==> config.mk <==
export PLATFORM = sky130hd
export DESIGN_NAME = cache_miss_ctrl
export DESIGN_NICKNAME = d
export VERILOG_FILES = /design/src/rtl/cache_pkg.sv /design/src/rtl/sat_counter.sv /design/src/rtl/cache_miss_ctrl.sv
export SDC_FILE = /design/constraint.sdc
export NUM_CORES = 1
export LEC_CHECK = 0
export ABC_AREA = 1
export CAP_MARGIN = 15
export CORE_MARGIN = 1.5
export CORE_UTILIZATION = 40
export DETAILED_ROUTE_END_ITERATION = 8
export PLACE_DENSITY_LB_ADDON = 0.25
export REMOVE_ABC_BUFFERS = 1
export SYNTH_ARGS = -nofsm -noshare
export SYNTH_HDL_FRONTEND = slang
export SYNTH_SLANG_ARGS = --single-unit
==> constraint.sdc <==
create_clock -name clock -period 4.5 [get_ports clock]
set_input_delay 0.45 -clock clock [delete_from_list [all_inputs] [get_ports clock]]
set_output_delay 0.45 -clock clock [all_outputs]
set_load 0.005 [all_outputs]
==> src/rtl/cache_pkg.sv <==
// Shared definitions for the cache miss controller.
//
// Holds the address/data widths, the field layout of the packed RAM request bus, the
// controller state encoding and a helper that packs one RAM request.
//
// RAM bus layout (RAM_W = 14 bits):
//   [13:9] word address
//   [8]    write enable
//   [7:0]  write data
package cache_pkg;

    localparam int unsigned ADDR_W = 5;
    localparam int unsigned DATA_W = 8;
    localparam int unsigned RAM_W  = ADDR_W + 1 + DATA_W;

    localparam int unsigned RAM_ADDR_HI = 13;
    localparam int unsigned RAM_ADDR_LO = 9;
    localparam int unsigned RAM_WREN    = 8;
    localparam int unsigned RAM_DATA_HI = 7;

    // Statistics counters and the read-latency counter.
    localparam int unsigned CNT_W    = 8;
    localparam int unsigned RD_CNT_W = 3;

    localparam logic [1:0] S_IDLE = 2'd0;
    localparam logic [1:0] S_WB   = 2'd1;
    localparam logic [1:0] S_RD   = 2'd2;

    typedef enum logic [1:0] {
        StIdle = S_IDLE,
        StWb   = S_WB,
        StRd   = S_RD
    } state_e;

    // Build one RAM bus word from its fields.
    function automatic logic [RAM_W-1:0] ram_pack(
        input logic [ADDR_W-1:0] addr,
        input logic              wren,
        input logic [DATA_W-1:0] data
    );
        logic [RAM_W-1:0] bus;
        bus                            = '0;
        bus[RAM_ADDR_HI:RAM_ADDR_LO]   = addr;
        bus[RAM_WREN]                  = wren;
        bus[RAM_DATA_HI:0]             = data;
        return bus;
    endfunction

endpackage

==> src/rtl/sat_counter.sv <==
// Saturating statistics counter.
//
// Counts up by one on each edge with inc=1 and sticks at its maximum value.
// A synchronous clear wins over a simultaneous increment.
//
// Ports:
//   clock  rising-edge clock
//   reset  asynchronous, active-high reset (count returns to 0)
//   inc    count one event this cycle
//   clr    synchronous clear
//   count  current count value
module sat_counter
    import cache_pkg::*;
(
    input  logic             clock,
    input  logic             reset,
    input  logic             inc,
    input  logic             clr,
    output logic [CNT_W-1:0] count
);

    localparam logic [CNT_W-1:0] CntMax = '1;

    always_ff @(posedge clock or posedge reset) begin
        if (reset) begin
            count <= '0;
        end else if (clr) begin
            count <= '0;
        end else if (inc && (count != CntMax)) begin
            count <= count + 1'b1;
        end
    end

endmodule

==> src/rtl/cache_miss_ctrl.sv <==
// Memory-side sequencer for a cache miss.
//
// Accepts one miss at a time. If the victim line is dirty it first issues a single write
// cycle to the RAM, then it issues the refill read of the missing address, waits for the
// RAM read latency, returns the byte on fill_data and pulses done for one cycle.
// Write-backs and completed fills are tallied in saturating counters.
//
// Ports:
//   clock      rising-edge clock
//   reset      asynchronous, active-high reset
//   req        miss request, sampled only while idle
//   req_addr   address to refill
//   wb_en      victim is dirty, write it back first
//   wb_addr    victim RAM address
//   wb_data    victim data
//   stats_clr  synchronous clear of both statistics counters
//   RAM        packed RAM request bus {addr, wren, wdata}
//   qRAM       RAM read data
//   busy       a miss is being serviced
//   done       one-cycle pulse, fill_data is valid
//   fill_data  byte returned by the refill read, held until the next done
//   wb_count   saturating count of write-backs issued
//   fill_count saturating count of completed fills
module cache_miss_ctrl
    import cache_pkg::*;
#(
    parameter int unsigned RAM_RD_LAT = 1
) (
    input  logic              clock,
    input  logic              reset,
    input  logic              req,
    input  logic [ADDR_W-1:0] req_addr,
    input  logic              wb_en,
    input  logic [ADDR_W-1:0] wb_addr,
    input  logic [DATA_W-1:0] wb_data,
    input  logic              stats_clr,
    output logic [RAM_W-1:0]  RAM,
    input  logic [DATA_W-1:0] qRAM,
    output logic              busy,
    output logic              done,
    output logic [DATA_W-1:0] fill_data,
    output logic [CNT_W-1:0]  wb_count,
    output logic [CNT_W-1:0]  fill_count
);

    if ((RAM_RD_LAT < 1) || (RAM_RD_LAT > 4)) begin : g_lat_check
        $error("cache_miss_ctrl: RAM_RD_LAT must be within 1..4");
    end

    localparam logic [RD_CNT_W-1:0] RdLast = RD_CNT_W'(RAM_RD_LAT);

    state_e              state_q;
    logic [ADDR_W-1:0]   req_addr_q;
    logic [RD_CNT_W-1:0] rd_cnt_q;

    // The victim address/data go straight onto the RAM bus at accept time, so only the
    // refill address has to be kept for later cycles.
    always_ff @(posedge clock or posedge reset) begin
        if (reset) begin
            state_q    <= StIdle;
            req_addr_q <= '0;
            rd_cnt_q   <= '0;
            RAM        <= '0;
            busy       <= 1'b0;
            done       <= 1'b0;
            fill_data  <= '0;
        end else begin
            done <= 1'b0;
            unique case (state_q)
                StIdle: begin
                    if (req) begin
                        req_addr_q <= req_addr;
                        rd_cnt_q   <= '0;
                        busy       <= 1'b1;
                        if (wb_en) begin
                            state_q <= StWb;
                            RAM     <= ram_pack(wb_addr, 1'b1, wb_data);
                        end else begin
                            state_q <= StRd;
                            RAM     <= ram_pack(req_addr, 1'b0, '0);
                        end
                    end
                end
                StWb: begin
                    // Exactly one write cycle, then switch the bus to the refill read.
                    state_q  <= StRd;
                    rd_cnt_q <= '0;
                    RAM      <= ram_pack(req_addr_q, 1'b0, '0);
                end
                StRd: begin
                    // rd_cnt counts edges since the read address was put on the bus; the
                    // first of them is the RAM capture edge, hence completion at RdLast.
                    if (rd_cnt_q == RdLast) begin
                        state_q   <= StIdle;
                        fill_data <= qRAM;
                        done      <= 1'b1;
                        busy      <= 1'b0;
                        RAM       <= '0;
                    end else begin
                        rd_cnt_q <= rd_cnt_q + 1'b1;
                    end
                end
                default: begin
                    state_q <= StIdle;
                    busy    <= 1'b0;
                    RAM     <= '0;
                end
            endcase
        end
    end

    logic wb_inc;
    logic fill_inc;

    assign wb_inc   = (state_q == StWb);
    assign fill_inc = (state_q == StRd) && (rd_cnt_q == RdLast);

    sat_counter u_wb_count (
        .clock (clock),
        .reset (reset),
        .inc   (wb_inc),
        .clr   (stats_clr),
        .count (wb_count)
    );

    sat_counter u_fill_count (
        .clock (clock),
        .reset (reset),
        .inc   (fill_inc),
        .clr   (stats_clr),
        .count (fill_count)
    );

endmodule
==> summary.txt <==
Pwr
  – Worst vdd ir: 0.0002948 V
  – Proportion of power drawn by combinational gates: 42.2%
  – Pwr/cell area: 508.6 nW/um^2
  – Clock power share: 17.6%
  – Sw frac: 35.55%
  – Flop pwr share: 40.3%
  – Pint: 1093 uW
  – P_leak: 0.001698 uW
  – Sw power: 602.8 uW
  – Power Total: 1696 uW

Route
  – Antenna Nets Post-Route: 0
  – Wirelength, routed: 5.017 mm
  – DR vias: 2067
  – Avg WL per Cell: 11.15 um
  – Vias per cell: 4.593
  – DRC viols: 0
  – DR pass1 iterations: 4
  – DRT iter0 DRCs: 95

Final layout
  – Footprint of the multi-input gates: 1077 um^2
  – Commonest non-fill, non-tap cell in the layout: nand2_1
  – Register area: 1226 um^2
  – Nets: 410
  – Most frequent cells in the layout: 134 x nand2_1, 70 x clkdlybuf4s50_1, 49 x dfrtp_1
  – ANT cells: 0
  – Fillers: 566
  – Synth-to-layout area growth: 35.62%
  – Layout cells sized above 1: 7.733%

Logic synthesis
  – Syn Area/Cell: 8.168 um^2
  – Sequential share of the synthesized area: 49.87%
  – Cell count after synthesis: 301
  – Yosys warning total: 0
  – Unique cell type count in the Yosys netlist: 26
  – Flops & latches, synth: 49
  – Synthesized cell area: 2459 um^2

STA
  – RSZ-0062 raised after global routing: false
  – Endpoints failing hold: 0
  – Period utilization: 39.70%
  – Post-Route Setup TNS: 0 ns
  – Clock skew: 0.003867 ns
  – Final setup fails: 0
  – Upper clock frequency limit: 559.8 MHz
  – Worst-margin pin slew: 0.9835 ns
  – Max-slew headroom: 34.34%
  – Tmin final: 1.786 ns
  – Count of pins over their slew limit: 0

Setup path
  – CP max stage cell: clkdlybuf4s50_1
  – Reg-to-Reg Start: rd_cnt_q[1]$_DFFE_PP0P_
  – Cells along the critical path: clkdlybuf4s50_1
  – Arr. time, crit path: 1.34 ns
  – CP Launch Type: flip-flop
  – Critical path class: flip-flop to output pin
  – CP max stage delay: 0.55 ns
  – WP data required: 4.05 ns
  – Reg-to-reg slack, setup: 2.85 ns
  – Reg2reg end: u_fill_count.count[0]$_DFFE_PP0P_
  – Top delay family on crit path: buffers and inverters
  – Worst Setup End Kind: output pin
  – Buf/Inv on CP: 1
  – Reg2reg path depth: 8
  – Crit-path max FO: 6

Floorplanning
  – Die Y: 81.40 um
  – FP Rows: 28
  – I/O pin cnt: 71
  – Initial Utilization: 41.53%
  – Core outline area: 5921 um^2
  – Die ar.: 6626 um^2
  – Die width: 81.40 um

Global route
  – Total GRT Usage: 16.13%
  – Initial antenna violation count: 0
  – First-pass GRT wire length: 8.259 mm
  – Overflow after GRT: 0
  – Largest net degree at the start of global routing: 50
  – Vias in the first global route: 1891

Clock network
  – Setup Fix Bufs, Post-CTS: 0
  – TritonCTS clock tree: done
  – Clock Path Buffers: 2
  – CTS sink cnt: 49
  – Reg clk slew, reported paths: 0.09 ns
  – H-Tree Depth: 2
  – Clock root cell: clkbuf_8
  – Hold_buf cts: 0
  – CTS resizes: 0
  – Worst skew pair latency: 0.29 ns
  – Total CTS buffers: 5

Place
  – GP Congestion: 0.8084
  – Port buffer count: 70
  – Dpl hpwl: 3.772 mm

Hold path
  – Worst hold path class: flip-flop to flip-flop
  – Origin of the worst min-delay path: fill_data[5]$_DFFE_PP0P_
  – Hold Path Depth: 2
  – Hold Path Sink: fill_data[5]$_DFFE_PP0P_

Status
  – Outcome: complete, no violations

Flow run
  – Max Cap Viol: 0
through the flow:
step	instances	util [%]	cell area (um^2)	setup slack [ns]	hold slack, ns
3_5_place_dp	443	54.56	3231	2.650	0.4651
6_report	450	56.32	3334	2.714	0.4851
3_3_place_gp	443	54.56	3231	2.721	0.4638
2_1_floorplan	298	-	2436	2.877	0.4534
4_1_cts	450	56.32	3334	2.695	0.4867
5_1_grt	450	56.32	3334	2.655	0.5048
final cells by class:
cell class                 instances  area share, %
clock buffer                       5          2.064
clock inverter                     2          1.051
inverter                          30          3.977
multi-input combinational        219          32.31
sequential                        49          36.77
tap                               75          2.814
timing repair buffer              70          21.01
logic make-up (layout without fill, tap and decap cells):
family / Yosys count / count (layout) / share of synthesized area [%]
buffers and inverters: 33 / 107 / 6.311
and+or+nand+nor: 186 / 186 / 33.64
muxes: 2 / 2 / 0.9160
adders and majority gates: 4 / 4 / 2.036
xor gates and xnor gates: 8 / 8 / 2.850
AOI/OAI and AO/OA: 19 / 19 / 4.377
DFF: 49 / 49 / 49.87
power groups by stage:
stage,clock [uW],sequential (uW),combinational [uW]
finish,298,683,715
global route,329,699,814
CTS,308,683,734
detailed placement,0,689,732
global placement,0,688,721
floorplan,0,688,397
worst max path at each step:
stage / startpoint / end / slack [ns] / cells past startpoint
2_1_floorplan: reset / RAM[0]$_DFFE_PP0P_ / 2.88 / 1
3_3_place_gp: stats_clr / u_fill_count.count[3]$_DFFE_PP0P_ / 2.72 / 6
3_5_place_dp: stats_clr / u_fill_count.count[7]$_DFFE_PP0P_ / 2.65 / 6
4_1_cts: RAM[8]$_DFFE_PP0P_ / RAM[8] / 2.70 / 1
5_1_grt: RAM[8]$_DFFE_PP0P_ / RAM[8] / 2.65 / 1
6_report: RAM[8]$_DFFE_PP0P_ / RAM[8] / 2.71 / 1
registers in the layout, indices dropped and copies added (netlist names), 3 cells and up:
| register | count |
|---|---|
| RAM | 14 |
| fill_data | 8 |
| u_fill_count.count | 8 |
| u_wb_count.count | 8 |
| req_addr_q | 5 |
| rd_cnt_q | 3 |
Yosys cell counts:
cell type	count	area (um^2)
a21boi_0	1	7.510
a21oi_1	4	20.02
buf_4	1	7.510
buf_6	1	11.26
clkbuf_1	1	3.750
clkinv_8	1	16.27
dfrtp_1	49	1226
ha_1	4	50.05
inv_1	24	90.09
inv_2	2	7.510
inv_4	3	18.77
mux2_2	2	22.52
nand2_1	134	503.0
nand2_2	4	25.02
nand2_4	3	33.78
nand3_1	20	100.1
nand4_1	2	12.51
nor2_1	17	63.81
nor2_2	1	6.260
nor2_4	2	22.52
nor2_8	3	60.06
o211ai_1	3	22.52
o21ai_0	10	50.05
o21bai_1	1	7.510
xnor2_1	1	8.760
xor2_1	7	61.31
routing by layer:
layer / vias up / share of wire [%] / routed length (um) / GRT usage [%]
met5: - / 0 / 0 / 0
li1: 1080 / - / - / -
met3: 2 / 6.3 / 315 / 4.831
met2: 50 / 48 / 2404 / 27.93
met4: 0 / 0.34 / 17 / 3.621
met1: 935 / 45 / 2280 / 19.66
No activity file was read; power rests on OpenSTA's default activity.
==> RTL edit 1: new RTL, config.mk and constraints unchanged <==
Set the package constant `RD_CNT_W` to 6 (it was 3).
--- a/src/rtl/cache_pkg.sv
+++ b/src/rtl/cache_pkg.sv
@@ -22,3 +22,3 @@
     localparam int unsigned CNT_W    = 8;
-    localparam int unsigned RD_CNT_W = 3;
+    localparam int unsigned RD_CNT_W = 6;
 
Check against the original RTL: no difference found for any inputs over 10 cycles, from zero or initial values and one cycle with reset high; that may be too few to reach the edited logic, so the function may still have changed.
==> RTL edit 1 against the unedited design <==
- maximum frequency shrank 0.15%
- power up 1.2%
- final area grew 5.6%
- combinational power fell by 4.9%
- setup slack worse by 2.8 ps
- wire length is 11% higher
- sequential cell count rose by 3
- synthesized area up 7.2%
- first-iteration DRC count rose by 44%
- clock skew rose by 1.7 ps
- register-to-register slack gained 140 ps
- via count is 9.7% higher
- core utilization fell by 0.85 points
- critical path depth stayed put
- critical endpoint unchanged
- highest routed layer unchanged
==> RTL edit 1: results (changes against the unedited design) <==
| Metric | Value |
|---|---|
| Syn Inst Count | 317 (was 301) |
| First-pass GRT wire length | 9680 µm (was 8260 µm) |
| Hold slack final | 423 ps (was 485 ps) |
| Wire length on met2 | 2620 µm (was 2400 µm) |
| Largest net degree at the start of global routing | 53 (was 50) |
| Placed Cells | 459 (was 443) |
| Met1 WL | 2460 µm (was 2280 µm) |
| Routed length on met3 | 426 µm (was 315 µm) |
| R2r setup slk | 2990 ps (was 2850 ps) |
| Psw | 589 µW (was 603 µW) |
| Netlist cell types | 32 (was 26) |
| R2R depth | 7 (was 8) |
| Dominant cells by area after synthesis | dfrtp_1 (49%), nand2_1 (18%), nand3_1 (5.7%), inv_1 (3.4%), nor2_1 (2.6%) (was dfrtp_1 (50%), nand2_1 (20%), nand3_1 (4.1%), inv_1 (3.7%), nor2_1 (2.6%)) |
| Reg2reg start | u_fill_count.count[0] (was rd_cnt_q[1]) |
| Sequential share of the synthesized area | 49.4% (was 49.9%) |
| Via count | 2,267 (was 2,067) |
| DP Wirelength | 4080 µm (was 3770 µm) |
| Total GRT Usage | 16.6% (was 16.1%) |
| DRT iter0 DRCs | 137 (was 95) |
| Hold Crit Class | in2async (was reg2reg) |
| Worst slack, placed | 2600 ps (was 2650 ps) |
| Met2 Use GR | 26.7% (was 27.9%) |
| Worst r2r dst | u_fill_count.count[6] (was u_fill_count.count[0]) |
| Clock skew | 5.56 ps (was 3.87 ps) |
| Lkg Pwr | 0.00167 µW (was 0.00170 µW) |
| Final WL | 5570 µm (was 5020 µm) |
| Fin nets | 425 (was 410) |
| Via-per-instance ratio | 4.84 (was 4.59) |
| Post-route worst setup slack | 2710 ps (about the same) |
| Run status | complete, no violations (unchanged) |
| Slew HR | 58.5% (was 34.3%) |
| Vias in the first global route | 2,194 (was 1,891) |
| M1 GR Usage | 21.3% (was 19.7%) |
| GP Congestion | 0.815 (was 0.808) |
| Area post-placement | 3380 µm² (was 3230 µm²) |
| Synth cell count leaders | nand2_1 (123), dfrtp_1 (52), nand3_1 (30), inv_1 (24), nor2_1 (18) (was nand2_1 (134), dfrtp_1 (49), inv_1 (24), nand3_1 (20), nor2_1 (17)) |
| Crit path largest cell delay | 580 ps (was 550 ps) |
[RTL edit 1: changes by cell type after synthesis, moves of 3 or more]
cell      before  now
nand2_1      134  123
nand3_1       20   30
o21ai_1        0    7
nor2_2         1    5
xor2_1         7    3
dfrtp_1       49   52
mux2_2         2    5
nand3_2        0    3
o211ai_1       3    0
[RTL edit 1: area by class of cell]
type	instances	area, µm²	area share, %
clock inverter	1	30.0	0.853
sequential	52	1300	36.9
tap	77	96.3	2.74
clock buffer	7	96.3	2.74
timing repair buffer	71	721	20.5
inverter	29	113	3.20
multi-input combinational	231	1160	33.1
[RTL edit 1: how the worst max path moves through the flow]
stage,endpoint,from,cells past startpoint
floorplan,RAM[0],reset,1
global placement,u_wb_count.count[6],stats_clr,6
detailed placement,u_wb_count.count[3],stats_clr,4
CTS,RAM[8],RAM[8],1
global route,RAM[8],RAM[8],1
finish,RAM[8],RAM[8],1
[RTL edit 1: cell families (layout without fill, tap and decap cells)]
kind of cell	Yosys count	count (layout)	share of synthesized area, %
and+or+nand+nor	196	196	34.3
muxes	5	5	2.14
buffers and inverters	34	108	6.45
AOI/OAI and AO/OA	20	20	3.89
adders and majority gates	4	4	1.90
xor gates and xnor gates	6	6	1.99
DFF	52	52	49.4
[RTL edit 1: worst register-to-register path, stage by stage (launching register included)]
cell,delay [ps]
dfrtp_1,440
ha_1,230
nand2_1,140
nor2_2,70
nand2_2,130
nand3_2,180
nand3_1,130
o21ai_1,90
[RTL edit 1: power by group through the flow]
stage | combinational, µW | sequential [µW] | clock, µW
final | 680 | 685 | 351
after global routing | 765 | 704 | 388
after CTS | 692 | 686 | 361
after detailed placement | 690 | 692 | 0
after global placement | 682 | 690 | 0
after floorplan | 373 | 693 | 0
==> RTL edit 2: new RTL, same settings <==
Made on the original files. Register the output `wb_count`, without a reset; this adds one clock of latency there. The other outputs are not delayed to match.
--- a/src/rtl/cache_miss_ctrl.sv
+++ b/src/rtl/cache_miss_ctrl.sv
@@ -44,2 +44,4 @@
 );
+
+    logic [CNT_W-1:0] wb_count_d;
 
@@ -122,3 +124,3 @@
         .clr   (stats_clr),
-        .count (wb_count)
+        .count (wb_count_d)
     );
@@ -133,2 +135,6 @@
 
+    always_ff @(posedge clock) begin
+        wb_count <= wb_count_d;
+    end
+
 endmodule
Function: changed (Yosys sat finds a counterexample within 4 cycles, from zero or initial values and one cycle with reset high).
==> RTL edit 2 against the unedited design <==
- core utilization is 0.32 points higher
- power rose by 10%
- register-to-register slack lost 220 ps
- final area up 7.2%
- first-iteration DRC count down 22%
- critical path type is now reg2reg
- wire length increased by 13%
- setup slack got worse by 83 ps
- synthesized cell count is 8.3% higher
- synthesized area increased by 5.6%
- combinational power down 16%
- sequential power grew 7.0%
- sequential cell count rose by 8
==> RTL edit 2: results (changes against the unedited design) <==
| Metric | Value |
|---|---|
| Run status | complete, no violations (unchanged) |
| Wire per inst | 11.8 µm (was 11.1 µm) |
| Fin nets | 436 (was 410) |
| Routed length on met3 | 360 µm (was 315 µm) |
| Dominant cells by area after synthesis | dfrtp_1 (47%), nand2_1 (16%), nand3_1 (6.9%), dfxtp_1 (6.2%), inv_1 (4.9%) (was dfrtp_1 (50%), nand2_1 (20%), nand3_1 (4.1%), inv_1 (3.7%), nor2_1 (2.6%)) |
| Total power | 1870 µW (was 1700 µW) |
| Met1 WL | 2580 µm (was 2280 µm) |
| Mux contribution to synthesized area | 0% (was 0.916%) |
| Psw | 598 µW (was 603 µW) |
| TritonCTS Buffers | 9 (was 5) |
| DP Wirelength | 4060 µm (was 3770 µm) |
| First-pass GRT wire length | 9830 µm (was 8260 µm) |
| Via-per-instance ratio | 4.72 (was 4.59) |
| XOR/XNOR Fraction of Synth Area | 1.35% (was 2.85%) |
| Hold Crit Endpoint | wb_count[7] (was fill_data[5]) |
| M1 GR Usage | 22.2% (was 19.7%) |
| Clock Latency Late Sink | 340 ps (was 290 ps) |
| Worst r2r dst | u_fill_count.count[3] (was u_fill_count.count[0]) |
| Placed Cells | 467 (was 443) |
| Vias in the first global route | 2,190 (was 1,891) |
| Clock skew | 9.94 ps (was 3.87 ps) |
| Syn avg cell area | 7.96 µm² (was 8.17 µm²) |
| Largest net degree at the start of global routing | 50 (unchanged) |
| Hold path depth | 0 (was 2) |
| Clk slew on worst S/H paths | 70 ps (was 90 ps) |
| DRT iter0 DRCs | 74 (was 95) |
| Netlist cell types | 22 (was 26) |
| Synth Area in Compound Gates | 5.88% (was 4.38%) |
| Lkg Pwr | 0.00171 µW (was 0.00170 µW) |
| Synth cell count leaders | nand2_1 (112), dfrtp_1 (49), nand3_1 (36), inv_1 (34), nor2_1 (32) (was nand2_1 (134), dfrtp_1 (49), inv_1 (24), nand3_1 (20), nor2_1 (17)) |
| Clock H-tree levels | 3 (was 2) |
| R2R depth | 6 (was 8) |
| Total GRT Usage | 17.9% (was 16.1%) |
| Top Family by Delay on Critical Path | simple AND/OR/NAND/NOR gates (was buffers and inverters) |
| R2r setup slk | 2630 ps (was 2850 ps) |
| Slowest-stage cell, CP | nor2_1 (was clkdlybuf4s50_1) |
| Sequential share of the synthesized area | 53.4% (was 49.9%) |
| Met2 Use GR | 27.6% (was 27.9%) |
| Via count | 2,279 (was 2,067) |
| CP Max Fanout | 11 (was 6) |
| Combinational share of power | 32.3% (was 42.2%) |
| GP Congestion | 0.829 (was 0.808) |
| Fraction of layout instances using a drive strength above 1 | 6.65% (was 7.73%) |
| Worst Min Path Start | u_wb_count.count[7] (was fill_data[5]) |
## RTL edit 2: cell types whose count changed in the layout (fill, tap and decap cells not counted), moves of 5 or more
cell      unedited run  this run
o21ai_0             10        22
nand2_1            134       112
inv_1               23        33
nand3_1             20        36
nor2_1              17        32
dfxtp_1              0         8
clkbuf_8             5        10
## RTL edit 2: cells by family (layout without fill, tap and decap cells)
| group | count (synthesis) | in the layout |
|---|---|---|
| buffers and inverters | 42 | 122 |
| AOI/OAI and AO/OA | 28 | 28 |
| and+or+nand+nor | 191 | 191 |
| adders and majority gates | 4 | 4 |
| DFF | 57 | 57 |
| xor gates and xnor gates | 4 | 4 |
## RTL edit 2: area by class of cell
class / count / area [µm²]
Fill cell: 604 / 2740
Tap cell: 77 / 96.3
Inverter: 36 / 135
Timing Repair Buffer: 70 / 701
Multi-Input combinational cell: 227 / 1040
Clock buffer: 11 / 141
Clock inverter: 5 / 78.8
Sequential cell: 57 / 1390
## RTL edit 2: per-stage QoR
step                      hold slack, ps  instance area (µm²)
after floorplan                      388                 2560
after global placement               415                 3360
after detailed placement             420                 3360
after CTS                            429                 3580
after global routing                 436                 3580
final                                430                 3580
## RTL edit 2: worst max-delay path by stage
stage | startpoint | to | slack [ps] | cells after the start
after floorplan | reset | RAM[0] | 2880 | 1
after global placement | stats_clr | u_fill_count.count[6] | 2590 | 6
after detailed placement | stats_clr | u_fill_count.count[4] | 2490 | 4
after CTS | rd_cnt_q[1] | u_fill_count.count[1] | 2580 | 8
after global routing | rd_cnt_q[1] | u_fill_count.count[1] | 2310 | 8
final | rd_cnt_q[1] | u_fill_count.count[3] | 2630 | 6
